[src/rtl/fetch_queue.sv]
// Instruction-fetch front end: issues fixed-latency word fetches and
// buffers returned instructions with their PC for the decode stage.
module fetch_queue #(
    parameter int          DEPTH    = 4,
    parameter logic [15:0] RESET_PC = 16'h0000
) (
    input  logic                     clk,
    input  logic                     reset,
    output logic                     imem_req,
    output logic [15:0]              imem_addr,
    input  logic [15:0]              imem_rdata,
    output logic                     instr_valid,
    output logic [15:0]              instr,
    output logic [15:0]              instr_pc,
    output logic [15:0]              instr_plus2,
    input  logic                     stall,
    input  logic                     branch_taken,
    input  logic [15:0]              branch_addr,
    output logic [$clog2(DEPTH):0]   count
);

    localparam int          PW  = $clog2(DEPTH);
    localparam int          CW  = PW + 1;
    localparam logic [15:0] RPC = {RESET_PC[15:1], 1'b0};

    logic [15:0]   mem_instr [DEPTH];
    logic [15:0]   mem_pc    [DEPTH];
    logic [PW-1:0] rd_ptr;
    logic [PW-1:0] wr_ptr;
    logic [PW-1:0] rd_nx;
    logic [15:0]   fetch_pc;
    logic [15:0]   inflight_pc;
    logic [15:0]   target;
    logic          inflight;
    logic          push;
    logic          pop;
    logic          issue;
    logic          bypass;
    logic [CW-1:0] count_nx;
    logic [CW:0]   need;

    assign instr_valid = (count != '0);
    assign target      = {branch_addr[15:1], 1'b0};

    always_comb begin
        pop      = instr_valid & ~stall & ~branch_taken;
        push     = inflight & ~branch_taken;
        count_nx = count + CW'(push) - CW'(pop);
        // Reserve a slot for the request already on the bus as well as
        // the one about to be issued, so no response is ever dropped.
        need     = {1'b0, count_nx} + (CW+1)'(imem_req) + (CW+1)'(1);
        issue    = (need <= (CW+1)'(DEPTH));
        rd_nx    = rd_ptr + PW'(pop);
        bypass   = (count == CW'(pop));
    end

    always_ff @(posedge clk) begin
        if (push) begin
            mem_instr[wr_ptr] <= imem_rdata;
            mem_pc[wr_ptr]    <= inflight_pc;
        end
    end

    always_ff @(posedge clk or posedge reset) begin
        if (reset) begin
            imem_req    <= 1'b0;
            imem_addr   <= RPC;
            fetch_pc    <= RPC;
            inflight    <= 1'b0;
            inflight_pc <= RPC;
            count       <= '0;
            rd_ptr      <= '0;
            wr_ptr      <= '0;
            instr       <= '0;
            instr_pc    <= '0;
            instr_plus2 <= '0;
        end else if (branch_taken) begin
            count       <= '0;
            rd_ptr      <= '0;
            wr_ptr      <= '0;
            inflight    <= 1'b0;
            imem_req    <= 1'b1;
            imem_addr   <= target;
            fetch_pc    <= target + 16'd2;
        end else begin
            count       <= count_nx;
            rd_ptr      <= rd_nx;
            wr_ptr      <= wr_ptr + PW'(push);
            inflight    <= imem_req;
            inflight_pc <= imem_addr;
            imem_req    <= issue;
            if (issue) begin
                imem_addr <= fetch_pc;
                fetch_pc  <= fetch_pc + 16'd2;
            end
            // Head registers hold their last value while the queue is empty.
            if (count_nx != '0) begin
                if (bypass) begin
                    instr       <= imem_rdata;
                    instr_pc    <= inflight_pc;
                    instr_plus2 <= inflight_pc + 16'd2;
                end else begin
                    instr       <= mem_instr[rd_nx];
                    instr_pc    <= mem_pc[rd_nx];
                    instr_plus2 <= mem_pc[rd_nx] + 16'd2;
                end
            end
        end
    end

endmodule
[config.mk]
export PLATFORM = sky130hd
export DESIGN_NAME = fetch_queue
export DESIGN_NICKNAME = d
export VERILOG_FILES = /design/src/rtl/fetch_queue.sv
export SDC_FILE = /design/constraint.sdc
export NUM_CORES = 1
export LEC_CHECK = 0
export BUFFER_PORTS_ARGS = -buffer_cell sky130_fd_sc_hd__buf_2
export CORE_AREA = 3 3 173 175
export DETAILED_ROUTE_END_ITERATION = 10
export DIE_AREA = 0 0 176 178
export PLACE_DENSITY_LB_ADDON = 0.3
export SYNTH_ARGS = -nofsm -noshare
export SYNTH_HDL_FRONTEND = slang
export SYNTH_SLANG_ARGS = --single-unit
[constraint.sdc]
create_clock -name clk -period 3.45 [get_ports clk]
set_input_delay 0.1725 -clock clk [delete_from_list [all_inputs] [get_ports clk]]
set_output_delay 0.1725 -clock clk [all_outputs]
set_load 0.01 [all_outputs]
==> flow_summary.html, run 1 <==
<table>
<tr><th>Metric</th><th>Value</th></tr>
<tr><th colspan="2">Run status</th></tr>
<tr><td>Result of the run</td><td>finished clean</td></tr>
<tr><th colspan="2">Power and ir drop</th></tr>
<tr><td>Part of the total power dissipated in combinational logic</td><td>37.4%</td></tr>
<tr><td>Proportion of total power due to net switching</td><td>34.43%</td></tr>
<tr><td>Leakage power total</td><td>4.723 nW</td></tr>
<tr><td>Sequential cell fraction of total power</td><td>38.7%</td></tr>
<tr><td>Switch Pwr</td><td>0.003651 W</td></tr>
<tr><td>Internal power</td><td>0.006953 W</td></tr>
<tr><td>Clk network pwr share</td><td>23.9%</td></tr>
<tr><td>VDD IR-drop max</td><td>0.4178 mV</td></tr>
<tr><td>Power density relative to cell area</td><td>889.9 nW/um^2</td></tr>
<tr><th colspan="2">Final layout</th></tr>
<tr><td>Number of nets at the end of the flow</td><td>880</td></tr>
<tr><td>Post-route non-filler standard cell count</td><td>1236</td></tr>
<tr><td>Area growth from synthesis to layout</td><td>22.94%</td></tr>
<tr><td>Number of antenna cells inserted</td><td>0</td></tr>
<tr><td>Most used cells in the layout excluding fill and tap cells</td><td>sky130_fd_sc_hd__edfxtp_1 (124), sky130_fd_sc_hd__dfrtp_1 (100), sky130_fd_sc_hd__buf_2 (100), sky130_fd_sc_hd__nand2_1 (70), sky130_fd_sc_hd__nor2_1 (46)</td></tr>
<tr><td>Share of final-layout standard cells stronger than drive strength 1</td><td>28.64%</td></tr>
<tr><td>Most common cell after layout, fill and taps aside</td><td>sky130_fd_sc_hd__edfxtp_1</td></tr>
<tr><th colspan="2">Clocking</th></tr>
<tr><td>Clock sink count</td><td>224</td></tr>
<tr><td>Max Buffers Root-to-Sink</td><td>3</td></tr>
<tr><td>CTS clock-pin slew for the worst setup and hold paths</td><td>0.06 ns</td></tr>
<tr><td>Source-to-sink clock delay at the later pin of the worst-skew pair</td><td>0.51 ns</td></tr>
<tr><td>Clock tree from TritonCTS</td><td>done</td></tr>
<tr><td>Number of levels the H-tree was split into</td><td>1</td></tr>
<tr><td>Number of buffers inserted during clock tree synthesis</td><td>23</td></tr>
<tr><td>CTS root buf</td><td>sky130_fd_sc_hd__clkbuf_16</td></tr>
<tr><th colspan="2">Synth</th></tr>
<tr><td>Post-Syn Area per Cell</td><td>14.17 sq um</td></tr>
<tr><td>Number of distinct library cells after synthesis</td><td>59</td></tr>
<tr><td>Compound-Gate Fraction of Synth Area</td><td>7.514%</td></tr>
<tr><td>Post-synth ARST share</td><td>44.64%</td></tr>
<tr><td>Cell area after technology mapping</td><td>9692 sq um</td></tr>
<tr><td>Area share of xor/xnor cells in the synthesized design</td><td>1.846%</td></tr>
<tr><td>Adder and majority gate portion of the synthesized area</td><td>1.239%</td></tr>
<tr><td>Simple-Gate Fraction of Synth Area</td><td>8.107%</td></tr>
<tr><td>Main flop type after synthesis</td><td>sky130_fd_sc_hd__edfxtp_1</td></tr>
<tr><td>Proportion of synthesized chip area in sequential cells</td><td>64.24%</td></tr>
<tr><td>Synthesis Warnings</td><td>0</td></tr>
<tr><td>Combinational family with the most area after synthesis</td><td>multiplexers</td></tr>
<tr><td>Post-synthesis mux area share</td><td>14.28%</td></tr>
<tr><td>Number of synthesized flops with an enable pin</td><td>124</td></tr>
<tr><td>Seq cells post-synth</td><td>224</td></tr>
<tr><td>Mapped Cells</td><td>684</td></tr>
<tr><th colspan="2">STA</th></tr>
<tr><td>Pins over their slew limit</td><td>0</td></tr>
<tr><td>Min Tclk post-route</td><td>3.298 ns</td></tr>
<tr><td>Final worst-path cycle share</td><td>95.61%</td></tr>
<tr><td>Worst Skew</td><td>0.02561 ns</td></tr>
<tr><td>FMAX</td><td>303.2 MHz</td></tr>
<tr><td>Final Hold Fails</td><td>0</td></tr>
<tr><td>Max transition margin</td><td>43.46%</td></tr>
<tr><td>Transition at the pin with the smallest max-transition slack</td><td>0.8481 ns</td></tr>
<tr><td>Final setup violating endpoints</td><td>0</td></tr>
<tr><td>Post-route worst hold slack</td><td>0.04362 ns</td></tr>
<tr><td>Setup tns final</td><td>0 ns</td></tr>
<tr><th colspan="2">Routing</th></tr>
<tr><td>Violation count after the first detailed-route iteration</td><td>339</td></tr>
<tr><td>Drt total wl</td><td>20820 microns</td></tr>
<tr><td>Number of nets with antenna violations after detailed routing</td><td>0</td></tr>
<tr><td>Vias per std cell</td><td>4.861</td></tr>
<tr><td>Count of vias placed by the detailed router</td><td>6008</td></tr>
<tr><td>Pre-Repair DR Iteration Count</td><td>4</td></tr>
<tr><td>Average wire per cell in the routed design</td><td>16.85 microns</td></tr>
<tr><td>Number of remaining DRC errors</td><td>0</td></tr>
<tr><th colspan="2">Global route</th></tr>
<tr><td>Grt total ovfl</td><td>0</td></tr>
<tr><td>Largest net degree at the start of global routing</td><td>67</td></tr>
<tr><td>Antenna violations before repair</td><td>0</td></tr>
<tr><td>Wire length of the first global-routing pass</td><td>33590 microns</td></tr>
<tr><td>Overall fraction of global-route tracks in use</td><td>13.37%</td></tr>
<tr><td>Vias in the first global route</td><td>6043</td></tr>
<tr><th colspan="2">Die</th></tr>
<tr><td>Chip Width</td><td>176 microns</td></tr>
<tr><td>Core Box Area</td><td>28630 sq um</td></tr>
<tr><td>Placement Rows</td><td>62</td></tr>
<tr><td>Initial Util</td><td>33.86%</td></tr>
<tr><td>I/O pin count</td><td>105</td></tr>
<tr><td>Total die area</td><td>31330 sq um</td></tr>
<tr><td>Vertical extent of the die</td><td>178 microns</td></tr>
<tr><th colspan="2">Min path</th></tr>
<tr><td>Hold path startpoint</td><td>branch_addr[10]</td></tr>
<tr><td>Worst hold path stage count</td><td>3</td></tr>
<tr><td>Terminating pin of the worst hold path</td><td>imem_addr[10]$_DFFE_PP0P_</td></tr>
<tr><td>Worst min path class</td><td>in2reg</td></tr>
<tr><th colspan="2">Worst setup path</th></tr>
<tr><td>Cell count of the worst reg-to-reg path</td><td>14</td></tr>
<tr><td>Endpoint required time on the critical path</td><td>3.83 ns</td></tr>
<tr><td>Master of the slowest instance on the critical path</td><td>sky130_fd_sc_hd__fa_1</td></tr>
<tr><td>CP max FO</td><td>18</td></tr>
<tr><td>Startpoint type of the worst setup path</td><td>flip-flop</td></tr>
<tr><td>WP data arrival</td><td>3.68 ns</td></tr>
<tr><td>CP cell instances</td><td>or3_4, nor3b_2, ha_1, inv_1, ha_1, inv_1, fa_1, inv_1, ha_1, o21ai_1, a21oi_4, buf_4, clkbuf_16, o22a_1</td></tr>
<tr><td>Worst flop-to-flop path startpoint</td><td>count[1]$_DFF_PP0_</td></tr>
<tr><td>Reg2Reg Setup Slack</td><td>0.15 ns</td></tr>
<tr><td>Max incr delay on CP</td><td>0.51 ns</td></tr>
<tr><td>Type of the worst setup path</td><td>reg2reg</td></tr>
<tr><td>Element type at the critical path end</td><td>flip-flop</td></tr>
<tr><td>Endpoint of the worst-slack reg-to-reg timing path</td><td>fetch_pc[12]$_DFFE_PP0P_</td></tr>
<tr><th colspan="2">Placed design</th></tr>
<tr><td>HPWL reported at the end of detailed placement</td><td>14210 microns</td></tr>
<tr><td>Post-placement cell count</td><td>1173</td></tr>
<tr><td>Routability congestion estimate from global placement</td><td>0.7810</td></tr>
<tr><td>Port buffer count</td><td>100</td></tr>
<tr><th colspan="2">Run</th></tr>
<tr><td>Max-cap violations</td><td>0</td></tr>
</table>
## synth_stat cells, types with 7 or more instances
cell | count | area (sq um)
sky130_fd_sc_hd__o21ai_0 | 46 | 230.2
sky130_fd_sc_hd__mux2i_1 | 38 | 380.4
sky130_fd_sc_hd__nand2_1 | 70 | 262.8
sky130_fd_sc_hd__ha_1 | 8 | 100.1
sky130_fd_sc_hd__clkbuf_1 | 25 | 93.84
sky130_fd_sc_hd__a21oi_1 | 17 | 85.08
sky130_fd_sc_hd__a21o_1 | 7 | 52.55
sky130_fd_sc_hd__mux2_2 | 19 | 214.0
sky130_fd_sc_hd__xor2_1 | 8 | 70.07
sky130_fd_sc_hd__xnor2_1 | 8 | 70.07
sky130_fd_sc_hd__a22oi_1 | 7 | 52.55
sky130_fd_sc_hd__mux4_2 | 21 | 473.0
sky130_fd_sc_hd__nand3_1 | 11 | 55.05
sky130_fd_sc_hd__inv_1 | 16 | 60.06
sky130_fd_sc_hd__mux4_1 | 11 | 289.0
sky130_fd_sc_hd__nor2_1 | 47 | 176.4
sky130_fd_sc_hd__dfrtp_1 | 100 | 2502
sky130_fd_sc_hd__edfxtp_1 | 124 | 3724
sky130_fd_sc_hd__nand3b_1 | 7 | 52.55
## worst max path at each step
stage | from | endpoint | slack (ns) | cells after the start
after detailed placement | count[1]$_DFF_PP0_ | instr_plus2[15]$_DFFE_PP0P_ | 0.04 | 9
final | count[1]$_DFF_PP0_ | fetch_pc[12]$_DFFE_PP0P_ | 0.15 | 14
after global placement | count[1]$_DFF_PP0_ | instr_plus2[15]$_DFFE_PP0P_ | 0.08 | 9
after floorplan | branch_taken | instr_plus2[13]$_DFFE_PP0P_ | -0.10 | 18
after CTS | count[1]$_DFF_PP0_ | instr_plus2[15]$_DFFE_PP0P_ | 0.02 | 9
after global routing | count[1]$_DFF_PP0_ | fetch_pc[12]$_DFFE_PP0P_ | -0.002 | 14
## registers in the layout (all words and copies together), names as in the netlist, 15 cells and up
name,count
mem_instr,64
mem_pc,60
instr,16
fetch_pc,15
imem_addr,15
inflight_pc,15
instr_pc,15
instr_plus2,15
## power groups by stage
stage / clock (W) / combinational (W) / sequential [W]
after floorplan: 0 / 0.00237 / 0.00417
after global placement: 0 / 0.00381 / 0.00414
after detailed placement: 0 / 0.00388 / 0.00416
after CTS: 0.00261 / 0.00391 / 0.00411
after global routing: 0.00271 / 0.00444 / 0.00421
final: 0.00253 / 0.00397 / 0.00410
## per-layer routing
layer	vias up	wire, microns	GRT usage [%]
li1	2873	-	-
met1	2960	10230	19.71
met2	149	9159	20.93
met3	26	1098	2.469
met4	0	336	2.540
met5	-	0	0
## metrics by stage
stage               area (sq um)  worst slack, ns  power, W  util (%)
finish                     11920           0.1516   0.01060     41.63
global route               11920        -0.001945   0.01136     41.63
CTS                        11850          0.02284   0.01062     41.41
detailed placement         10900          0.03708  0.008044     38.08
global placement           10900          0.07566  0.007956     38.08
floorplan                   9788          -0.1024  0.006540         -
## critical path, delay by kind of cell (launching register included)
family	cells	cell delay, ns
DFF	1	0.37
adders and majority gates	4	1.21
AOI/OAI and AO/OA	3	0.55
buffers and inverters	5	0.48
and+or+nand+nor	2	0.57
## area by class of cell
type,instances,area [sq um]
clock buffer,30,631.9
clock inverter,12,140.1
fill,2673,16710
inverter,16,62.56
multi-input combinational,405,3282
sequential,224,6226
tap,384,480.5
timing repair buffer,165,1092
## cells by family after synthesis
kind of cell	Yosys count
muxes	91
xor gates and xnor gates	18
adders and majority gates	9
AOI/OAI and AO/OA	113
and+or+nand+nor	171
buffers and inverters	57
DFF	224
other	1
## repair_timing
| item | in CTS | in global routing |
|---|---|---|
| endpoints found under the setup margin | 0 | 20 |
| endpoints found under the hold margin | 121 | 0 |
| buffers inserted | 0 | 2 |
| gates resized for setup | 0 | 5 |
| hold buffers | 18 | 0 |
No activity file was read; power rests on OpenSTA's default activity.
==> run 2, diff against run 1 <==
Settings changed: REMOVE_ABC_BUFFERS from default to 1.
==> flow_summary.html, run 2 (same netlist as run 1, synthesis figures left out) <==
<table>
<tr><th>Metric</th><th>Value</th></tr>
<tr><th colspan="2">Die</th></tr>
<tr><td>Total die area</td><td>31330 sq um (unchanged)</td></tr>
<tr><td>I/O pin count</td><td>105 (unchanged)</td></tr>
<tr><td>Vertical extent of the die</td><td>178 microns (unchanged)</td></tr>
<tr><td>Core Box Area</td><td>28630 sq um (unchanged)</td></tr>
<tr><td>Chip Width</td><td>176 microns (unchanged)</td></tr>
<tr><td>Placement Rows</td><td>62 (unchanged)</td></tr>
<tr><td>Initial Util</td><td>33.86% (unchanged)</td></tr>
<tr><th colspan="2">Placed design</th></tr>
<tr><td>Routability congestion estimate from global placement</td><td>0.7830 (+0.26%)</td></tr>
<tr><td>Post-Place Worst Slack</td><td>-0.009680 ns (-0.04676 ns)</td></tr>
<tr><td>Port buffer count</td><td>100 (unchanged)</td></tr>
<tr><td>HPWL reported at the end of detailed placement</td><td>14550 microns (+2.4%)</td></tr>
<tr><th colspan="2">Worst setup path</th></tr>
<tr><td>WP data arrival</td><td>3.75 ns (+0.07 ns)</td></tr>
<tr><td>Buffers plus inverters on the worst setup path</td><td>4 (-1)</td></tr>
<tr><td>Element type at the critical path end</td><td>flip-flop</td></tr>
<tr><td>CP cell instances</td><td>or3_4, nor3b_4, ha_1, inv_1, ha_1, inv_1, fa_2, xnor3_2, or3_4, a21oi_4, buf_6, clkbuf_16, o21ai_0</td></tr>
<tr><td>Endpoint required time on the critical path</td><td>3.84 ns (about the same)</td></tr>
<tr><td>CP max FO</td><td>18 (unchanged)</td></tr>
<tr><td>Max incr delay on CP</td><td>0.40 ns (-0.11 ns)</td></tr>
<tr><td>Startpoint type of the worst setup path</td><td>flip-flop</td></tr>
<tr><td>Cell family with the largest share of critical-path delay</td><td>simple AND/OR/NAND/NOR gates</td></tr>
<tr><td>Type of the worst setup path</td><td>reg2reg</td></tr>
<tr><td>Master of the slowest instance on the critical path</td><td>sky130_fd_sc_hd__dfrtp_1</td></tr>
<tr><th colspan="2">Clocking</th></tr>
<tr><td>CTS root buf</td><td>sky130_fd_sc_hd__clkbuf_16</td></tr>
<tr><td>CTS clock-pin slew for the worst setup and hold paths</td><td>0.06 ns (about the same)</td></tr>
<tr><td>Clock tree from TritonCTS</td><td>done</td></tr>
<tr><td>Clock sink count</td><td>224 (unchanged)</td></tr>
<tr><td>Number of levels the H-tree was split into</td><td>1 (unchanged)</td></tr>
<tr><td>Number of buffers inserted during clock tree synthesis</td><td>25 (+8.7%)</td></tr>
<tr><td>Max Buffers Root-to-Sink</td><td>3 (unchanged)</td></tr>
<tr><td>Source-to-sink clock delay at the later pin of the worst-skew pair</td><td>0.52 ns (about the same)</td></tr>
<tr><th colspan="2">Global route</th></tr>
<tr><td>Wire length of the first global-routing pass</td><td>34930 microns (+4.0%)</td></tr>
<tr><td>Vias in the first global route</td><td>6175 (+2.2%)</td></tr>
<tr><td>Antenna violations before repair</td><td>0 (unchanged)</td></tr>
<tr><td>Overall fraction of global-route tracks in use</td><td>14.08% (+0.71 points)</td></tr>
<tr><td>Largest net degree at the start of global routing</td><td>69 (+3.0%)</td></tr>
<tr><td>Grt total ovfl</td><td>0 (unchanged)</td></tr>
<tr><th colspan="2">Routing</th></tr>
<tr><td>Drt total wl</td><td>22420 microns (+7.7%)</td></tr>
<tr><td>Violation count after the first detailed-route iteration</td><td>253 (-25%)</td></tr>
<tr><td>Vias per std cell</td><td>4.888 (+0.56%)</td></tr>
<tr><td>Average wire per cell in the routed design</td><td>17.89 microns (+6.2%)</td></tr>
<tr><td>Pre-Repair DR Iteration Count</td><td>4 (unchanged)</td></tr>
<tr><td>Number of remaining DRC errors</td><td>0 (unchanged)</td></tr>
<tr><td>Number of nets with antenna violations after detailed routing</td><td>0 (unchanged)</td></tr>
<tr><td>Count of vias placed by the detailed router</td><td>6125 (+1.9%)</td></tr>
<tr><th colspan="2">Final layout</th></tr>
<tr><td>Area growth from synthesis to layout</td><td>25.63%</td></tr>
<tr><td>Most used cells in the layout excluding fill and tap cells</td><td>sky130_fd_sc_hd__edfxtp_1 (124), sky130_fd_sc_hd__dfrtp_1 (100), sky130_fd_sc_hd__buf_2 (100), sky130_fd_sc_hd__nand2_1 (70), sky130_fd_sc_hd__buf_4 (48)</td></tr>
<tr><td>Number of nets at the end of the flow</td><td>895 (+1.7%)</td></tr>
<tr><td>Number of antenna cells inserted</td><td>0 (unchanged)</td></tr>
<tr><td>Final-layout fill cell count</td><td>2654 (-0.71%)</td></tr>
<tr><td>Sequential cell area</td><td>6226 sq um (unchanged)</td></tr>
<tr><td>Most common cell after layout, fill and taps aside</td><td>sky130_fd_sc_hd__edfxtp_1</td></tr>
<tr><td>Top reg by flops</td><td>mem_instr</td></tr>
<tr><td>Largest registers in the final layout</td><td>mem_instr x64, mem_pc x60, instr x16</td></tr>
<tr><td>Share of final-layout standard cells stronger than drive strength 1</td><td>31.07% (+2.4 points)</td></tr>
<tr><td>Max FFs per register</td><td>64 (unchanged)</td></tr>
<tr><td>Area taken by multi-input logic gates</td><td>3321 sq um (+1.2%)</td></tr>
<tr><th colspan="2">STA</th></tr>
<tr><td>Final worst-path cycle share</td><td>97.49% (+1.9 points)</td></tr>
<tr><td>Post-route worst hold slack</td><td>0.02029 ns (-0.02333 ns)</td></tr>
<tr><td>Final Hold Fails</td><td>0 (unchanged)</td></tr>
<tr><td>Min Tclk post-route</td><td>3.363 ns (+0.06508 ns)</td></tr>
<tr><td>Max transition margin</td><td>41.41% (-2.1 points)</td></tr>
<tr><td>Transition at the pin with the smallest max-transition slack</td><td>0.8789 ns (+0.03076 ns)</td></tr>
<tr><td>FMAX</td><td>297.3 MHz (-1.9%)</td></tr>
<tr><td>Final setup violating endpoints</td><td>0 (unchanged)</td></tr>
<tr><td>Pins over their slew limit</td><td>0 (unchanged)</td></tr>
<tr><td>Worst setup slack after layout</td><td>0.08654 ns (-0.06508 ns)</td></tr>
<tr><td>Worst Skew</td><td>0.01523 ns (-0.01038 ns)</td></tr>
<tr><th colspan="2">Min path</th></tr>
<tr><td>Worst min path class</td><td>in2reg</td></tr>
<tr><th colspan="2">Run status</th></tr>
<tr><td>Result of the run</td><td>finished clean</td></tr>
<tr><th colspan="2">Power and ir drop</th></tr>
<tr><td>Power density relative to cell area</td><td>915.8 nW/um^2 (+2.9%)</td></tr>
<tr><td>Leakage power total</td><td>4.868 nW (+3.1%)</td></tr>
<tr><td>VDD IR-drop max</td><td>0.4093 mV (-2.0%)</td></tr>
<tr><th colspan="2">Run</th></tr>
<tr><td>Max-cap violations</td><td>0 (unchanged)</td></tr>
</table>
[run 2: changes by cell type in the layout (fill, tap and decap cells not counted), moves of 2 or more]
cell                        change
sky130_fd_sc_hd__buf_6          +5
sky130_fd_sc_hd__clkbuf_1       -3
sky130_fd_sc_hd__clkbuf_16      +4
sky130_fd_sc_hd__buf_4          +6
sky130_fd_sc_hd__clkinv_4       +3
sky130_fd_sc_hd__inv_4          +2
[run 2: repair_timing]
action	4_1_cts	5_1_grt
pin swaps	0	12
hold buffers	19	0
endpoints found under the hold margin	121	0
cloned	0	2
setup endpoints to repair	3	28
buffers inserted	0	8
resized for setup	1	27
[run 2: final timing paths]
check	slack, ns	cells past startpoint	to	start
min in group asynchronous	0.30	3	fetch_pc[2]$_DFFE_PP0P_	reset
max reg2reg	0.09	13	imem_addr[9]$_DFFE_PP0P_	count[1]$_DFF_PP0_
max	0.09	13	imem_addr[9]$_DFFE_PP0P_	count[1]$_DFF_PP0_
max in group asynchronous	2.24	4	rd_ptr[1]$_DFF_PP0_	reset
min reg2reg	0.47	2	instr[0]$_DFFE_PP0P_	instr[0]$_DFFE_PP0P_
min	0.02	3	imem_addr[10]$_DFFE_PP0P_	branch_addr[10]
[run 2: layout make-up]
| cell class | instances | area share, % |
|---|---|---|
| Clock buffer | 29 | 5.601 |
| Clock inverter | 17 | 1.459 |
| Sequential cell | 224 | 51.14 |
| Multi-Input combinational cell | 405 | 27.27 |
| Tap cell | 384 | 3.946 |
| Timing Repair Buffer | 178 | 10.05 |
| Inverter | 16 | 0.5344 |
[run 2: where the power goes]
group / internal (W) / switching, W / leakage (nW) / total (W)
combinational: 0.00205 / 0.00225 / 2.10 / 0.00430
clock: 0.00165 / 0.00109 / 0.422 / 0.00274
sequential: 0.00359 / 0.000522 / 2.34 / 0.00411
[run 2: tightest hold or removal path: stages]
cell and delay, ns:
sky130_fd_sc_hd__buf_2 0.12, sky130_fd_sc_hd__mux2i_1 0.07, sky130_fd_sc_hd__o21ai_0 0.13
[run 2: routing by layer]
layer	vias up	routed length, microns	GRT usage (%)	share of wire (%)
li1	2906	-	-	-
met1	3048	10450	20.09	47
met2	143	10580	22.87	47
met3	28	1045	2.639	4.7
met4	0	344	2.474	1.5
met5	-	0	0	0
[run 2: per-stage QoR]
step / total power [W] / instance area (sq um) / std cells / TNS, ns / utilization, %
global route: 0.01193 / 12180 / 1253 / -0.2758 / 42.53
floorplan: 0.006343 / 9494 / 645 / -45.09 / -
detailed placement: 0.008072 / 10910 / 1178 / -0.02261 / 38.10
global placement: 0.007994 / 10910 / 1178 / 0 / 38.10
finish: 0.01115 / 12180 / 1253 / 0 / 42.53
CTS: 0.01087 / 11960 / 1243 / 0 / 41.79
==> run 3, diff against run 2 <==
--- a/config.mk
+++ b/config.mk
@@ -7,4 +7,6 @@
 export LEC_CHECK = 0
 export BUFFER_PORTS_ARGS = -buffer_cell sky130_fd_sc_hd__buf_2
+export CELL_PAD_IN_SITES_DETAIL_PLACEMENT = 0
+export CELL_PAD_IN_SITES_GLOBAL_PLACEMENT = 1
 export CORE_AREA = 3 3 173 175
 export DETAILED_ROUTE_END_ITERATION = 10
@@ -12,4 +14,5 @@
 export PLACE_DENSITY_LB_ADDON = 0.3
 export REMOVE_ABC_BUFFERS = 1
+export SETUP_SLACK_MARGIN = 0.4
 export SYNTH_ARGS = -nofsm -noshare
 export SYNTH_HDL_FRONTEND = slang
==> constraint.sdc (replaced) <==
create_clock -name clk -period 3.45 [get_ports clk]
set_input_delay 0.1725 -clock clk [delete_from_list [all_inputs] [get_ports clk]]
set_output_delay 0.1725 -clock clk [all_outputs]
set_load 0.1 [all_outputs]
==> flow_summary.html, run 3 (same netlist as run 1, synthesis figures left out) <==
<table>
<tr><th>Metric</th><th>Value</th></tr>
<tr><th colspan="2">Min path</th></tr>
<tr><td>Worst min path class</td><td>in2reg</td></tr>
<tr><th colspan="2">STA</th></tr>
<tr><td>Setup repair after global routing missed its margin</td><td>true</td></tr>
<tr><td>Transition at the pin with the smallest max-transition slack</td><td>0.8660 ns (-0.01289 ns)</td></tr>
<tr><td>Final worst-path cycle share</td><td>96.33% (-1.2 points)</td></tr>
<tr><td>Worst Skew</td><td>0.02680 ns (+0.01157 ns)</td></tr>
<tr><td>Final setup violating endpoints</td><td>0 (unchanged)</td></tr>
<tr><td>Min Tclk post-route</td><td>3.323 ns (-0.04002 ns)</td></tr>
<tr><td>Max transition margin</td><td>42.27% (+0.86 points)</td></tr>
<tr><td>Pins over their slew limit</td><td>0 (unchanged)</td></tr>
<tr><td>Final Hold Fails</td><td>1 (+1)</td></tr>
<tr><td>FMAX</td><td>300.9 MHz (+1.2%)</td></tr>
<tr><td>Post-route worst hold slack</td><td>-0.001507 ns (-0.02179 ns)</td></tr>
<tr><td>Worst setup slack after layout</td><td>0.1266 ns (+0.04002 ns)</td></tr>
<tr><th colspan="2">Placed design</th></tr>
<tr><td>Routability congestion estimate from global placement</td><td>0.7422 (-5.2%)</td></tr>
<tr><td>Port buffer count</td><td>100 (unchanged)</td></tr>
<tr><td>Post-placement cell count</td><td>1180 (+0.17%)</td></tr>
<tr><td>Post-Place Worst Slack</td><td>-0.01458 ns (-0.004897 ns)</td></tr>
<tr><td>HPWL reported at the end of detailed placement</td><td>14610 microns (+0.41%)</td></tr>
<tr><th colspan="2">Clocking</th></tr>
<tr><td>Number of levels the H-tree was split into</td><td>1 (unchanged)</td></tr>
<tr><td>CTS clock-pin slew for the worst setup and hold paths</td><td>0.06 ns (about the same)</td></tr>
<tr><td>Clock sink count</td><td>224 (unchanged)</td></tr>
<tr><td>Max Buffers Root-to-Sink</td><td>3 (unchanged)</td></tr>
<tr><td>Clock tree from TritonCTS</td><td>done</td></tr>
<tr><td>CTS root buf</td><td>sky130_fd_sc_hd__clkbuf_16</td></tr>
<tr><td>Source-to-sink clock delay at the later pin of the worst-skew pair</td><td>0.54 ns (+0.02 ns)</td></tr>
<tr><td>Number of buffers inserted during clock tree synthesis</td><td>25 (unchanged)</td></tr>
<tr><th colspan="2">Final layout</th></tr>
<tr><td>Area growth from synthesis to layout</td><td>33.68%</td></tr>
<tr><td>Share of the core filled with cells in the final layout</td><td>45.26% (+2.7 points)</td></tr>
<tr><td>Number of nets at the end of the flow</td><td>930 (+3.9%)</td></tr>
<tr><td>Post-route non-filler standard cell count</td><td>1288 (+2.8%)</td></tr>
<tr><td>Max FFs per register</td><td>64 (unchanged)</td></tr>
<tr><td>Top reg by flops</td><td>mem_instr</td></tr>
<tr><td>Most used cells in the layout excluding fill and tap cells</td><td>sky130_fd_sc_hd__edfxtp_1 (124), sky130_fd_sc_hd__dfrtp_1 (100), sky130_fd_sc_hd__buf_2 (100), sky130_fd_sc_hd__nand2_1 (60), sky130_fd_sc_hd__buf_4 (57)</td></tr>
<tr><td>Share of final-layout standard cells stronger than drive strength 1</td><td>39.42% (+8.4 points)</td></tr>
<tr><td>Largest registers in the final layout</td><td>mem_instr x64, mem_pc x60, instr x16</td></tr>
<tr><td>Most common cell after layout, fill and taps aside</td><td>sky130_fd_sc_hd__edfxtp_1</td></tr>
<tr><th colspan="2">Die</th></tr>
<tr><td>Initial Util</td><td>33.86% (unchanged)</td></tr>
<tr><td>Placement Rows</td><td>62 (unchanged)</td></tr>
<tr><td>Core Box Area</td><td>28630 sq um (unchanged)</td></tr>
<tr><td>Total die area</td><td>31330 sq um (unchanged)</td></tr>
<tr><td>I/O pin count</td><td>105 (unchanged)</td></tr>
<tr><td>Chip Width</td><td>176 microns (unchanged)</td></tr>
<tr><td>Vertical extent of the die</td><td>178 microns (unchanged)</td></tr>
<tr><th colspan="2">Worst setup path</th></tr>
<tr><td>Element type at the critical path end</td><td>flip-flop</td></tr>
<tr><td>WP data arrival</td><td>3.77 ns (+0.02 ns)</td></tr>
<tr><td>Startpoint type of the worst setup path</td><td>flip-flop</td></tr>
<tr><td>CP max FO</td><td>5 (-13)</td></tr>
<tr><td>Type of the worst setup path</td><td>reg2reg</td></tr>
<tr><td>Endpoint required time on the critical path</td><td>3.90 ns (+0.06 ns)</td></tr>
<tr><th colspan="2">Run status</th></tr>
<tr><td>Result of the run</td><td>complete, but fails checks</td></tr>
<tr><td>Failing checks</td><td>hold timing</td></tr>
<tr><th colspan="2">Global route</th></tr>
<tr><td>Vias in the first global route</td><td>6396 (+3.6%)</td></tr>
<tr><td>Antenna violations before repair</td><td>1 (+1)</td></tr>
<tr><td>Grt total ovfl</td><td>0 (unchanged)</td></tr>
<tr><td>Wire length of the first global-routing pass</td><td>36920 microns (+5.7%)</td></tr>
<tr><td>Overall fraction of global-route tracks in use</td><td>14.95% (+0.87 points)</td></tr>
<tr><td>Largest net degree at the start of global routing</td><td>85 (+23%)</td></tr>
<tr><th colspan="2">Routing</th></tr>
<tr><td>Number of nets with antenna violations after detailed routing</td><td>0 (unchanged)</td></tr>
<tr><td>Vias per std cell</td><td>4.932 (+0.90%)</td></tr>
<tr><td>Count of vias placed by the detailed router</td><td>6353 (+3.7%)</td></tr>
<tr><td>Violation count after the first detailed-route iteration</td><td>402 (+59%)</td></tr>
<tr><td>Drt total wl</td><td>24280 microns (+8.3%)</td></tr>
<tr><td>Number of remaining DRC errors</td><td>0 (unchanged)</td></tr>
<tr><td>Pre-Repair DR Iteration Count</td><td>4 (unchanged)</td></tr>
<tr><td>Average wire per cell in the routed design</td><td>18.85 microns (+5.3%)</td></tr>
<tr><th colspan="2">Run</th></tr>
<tr><td>Max-cap violations</td><td>0 (unchanged)</td></tr>
</table>
-- run 3: cell count changes in the layout (fill, tap and decap cells not counted), moves of 4 or more --
cell                      before  now
sky130_fd_sc_hd__nor2_4        1    8
sky130_fd_sc_hd__buf_4        48   57
sky130_fd_sc_hd__buf_6         6   15
sky130_fd_sc_hd__buf_12        2    6
sky130_fd_sc_hd__o21ai_0      44   14
sky130_fd_sc_hd__nand2_2       1    9
sky130_fd_sc_hd__o21ai_2       1   17
sky130_fd_sc_hd__o21ai_1       1   14
sky130_fd_sc_hd__buf_16        0    6
sky130_fd_sc_hd__nand2_1      70   60
sky130_fd_sc_hd__mux2i_1      37   33
sky130_fd_sc_hd__nor2_2        1    6
sky130_fd_sc_hd__nor2_1       45   33
-- run 3: area by class of cell --
| class | count | area [sq um] |
|---|---|---|
| Clock inverter | 12 | 152.6 |
| Sequential cell | 224 | 6226 |
| Antenna cell | 1 | 2.502 |
| Inverter | 16 | 67.56 |
| Tap cell | 384 | 480.5 |
| Fill cell | 2600 | 15670 |
| Multi-Input combinational cell | 407 | 3576 |
| Clock buffer | 33 | 695.7 |
| Timing Repair Buffer | 211 | 1755 |
-- run 3: final timing paths --
| kind | slack [ns] | to | cells after the start | startpoint |
|---|---|---|---|---|
| max | 0.13 | imem_addr[14]$_DFFE_PP0P_ | 15 | count[2]$_DFF_PP0_ |
| min in group asynchronous | 0.15 | fetch_pc[4]$_DFFE_PP0P_ | 3 | reset |
| min | -0.002 | imem_addr[12]$_DFFE_PP0P_ | 3 | branch_addr[12] |
| max in group asynchronous | 2.55 | instr_plus2[15]$_DFFE_PP0P_ | 4 | reset |
| max reg2reg | 0.13 | imem_addr[14]$_DFFE_PP0P_ | 15 | count[2]$_DFF_PP0_ |
| min reg2reg | 0.46 | instr_plus2[5]$_DFFE_PP0P_ | 2 | instr_plus2[5]$_DFFE_PP0P_ |
-- run 3: metal layers --
metal / vias to the layer above / global-route usage [%] / routed length (microns)
met5: - / 0 / 0
met4: 0 / 2.672 / 414
met1: 3205 / 21.38 / 11010
met2: 144 / 24.10 / 11630
li1: 2968 / - / -
met3: 36 / 2.959 / 1230
-- run 3: stage by stage --
stage / TNS, ns / hold WS (ns) / cell area (sq um)
6_report: 0 / -0.001507 / 12960
5_1_grt: -0.0005338 / 0.01194 / 12950
4_1_cts: 0 / 0.001902 / 12400
3_5_place_dp: -0.02146 / 0.1357 / 10920
3_3_place_gp: 0 / 0.1401 / 10920
2_1_floorplan: -123.58 / 0.2381 / 9494
-- run 3: worst max-delay path, cell delays in order, from the launching register on --
cell,delay [ns]
sky130_fd_sc_hd__dfrtp_1,0.38
sky130_fd_sc_hd__or3_4,0.39
sky130_fd_sc_hd__nor3b_4,0.18
sky130_fd_sc_hd__ha_1,0.27
sky130_fd_sc_hd__inv_1,0.06
sky130_fd_sc_hd__ha_2,0.17
sky130_fd_sc_hd__inv_2,0.04
sky130_fd_sc_hd__fa_2,0.37
sky130_fd_sc_hd__xnor3_2,0.28
sky130_fd_sc_hd__or3_4,0.35
sky130_fd_sc_hd__a21oi_2,0.15
sky130_fd_sc_hd__buf_6,0.18
sky130_fd_sc_hd__buf_12,0.16
sky130_fd_sc_hd__clkbuf_16,0.15
sky130_fd_sc_hd__nor2_1,0.04
sky130_fd_sc_hd__nor2_1,0.08
-- run 3: repair_timing --
| action | 4_1_cts | 5_1_grt |
|---|---|---|
| gates resized for setup | 45 | 101 |
| cloned | 7 | 8 |
| hold buffers | 20 | 0 |
| buffers inserted | 10 | 17 |
| endpoints found under the hold margin | 98 | 0 |
| pin swaps | 5 | 31 |
| setup endpoints to repair | 66 | 77 |
Power of run 3 is left out: the tool's default activity adds up to more than one toggle a clock period on the data nets, which glitch-free logic cannot reach.
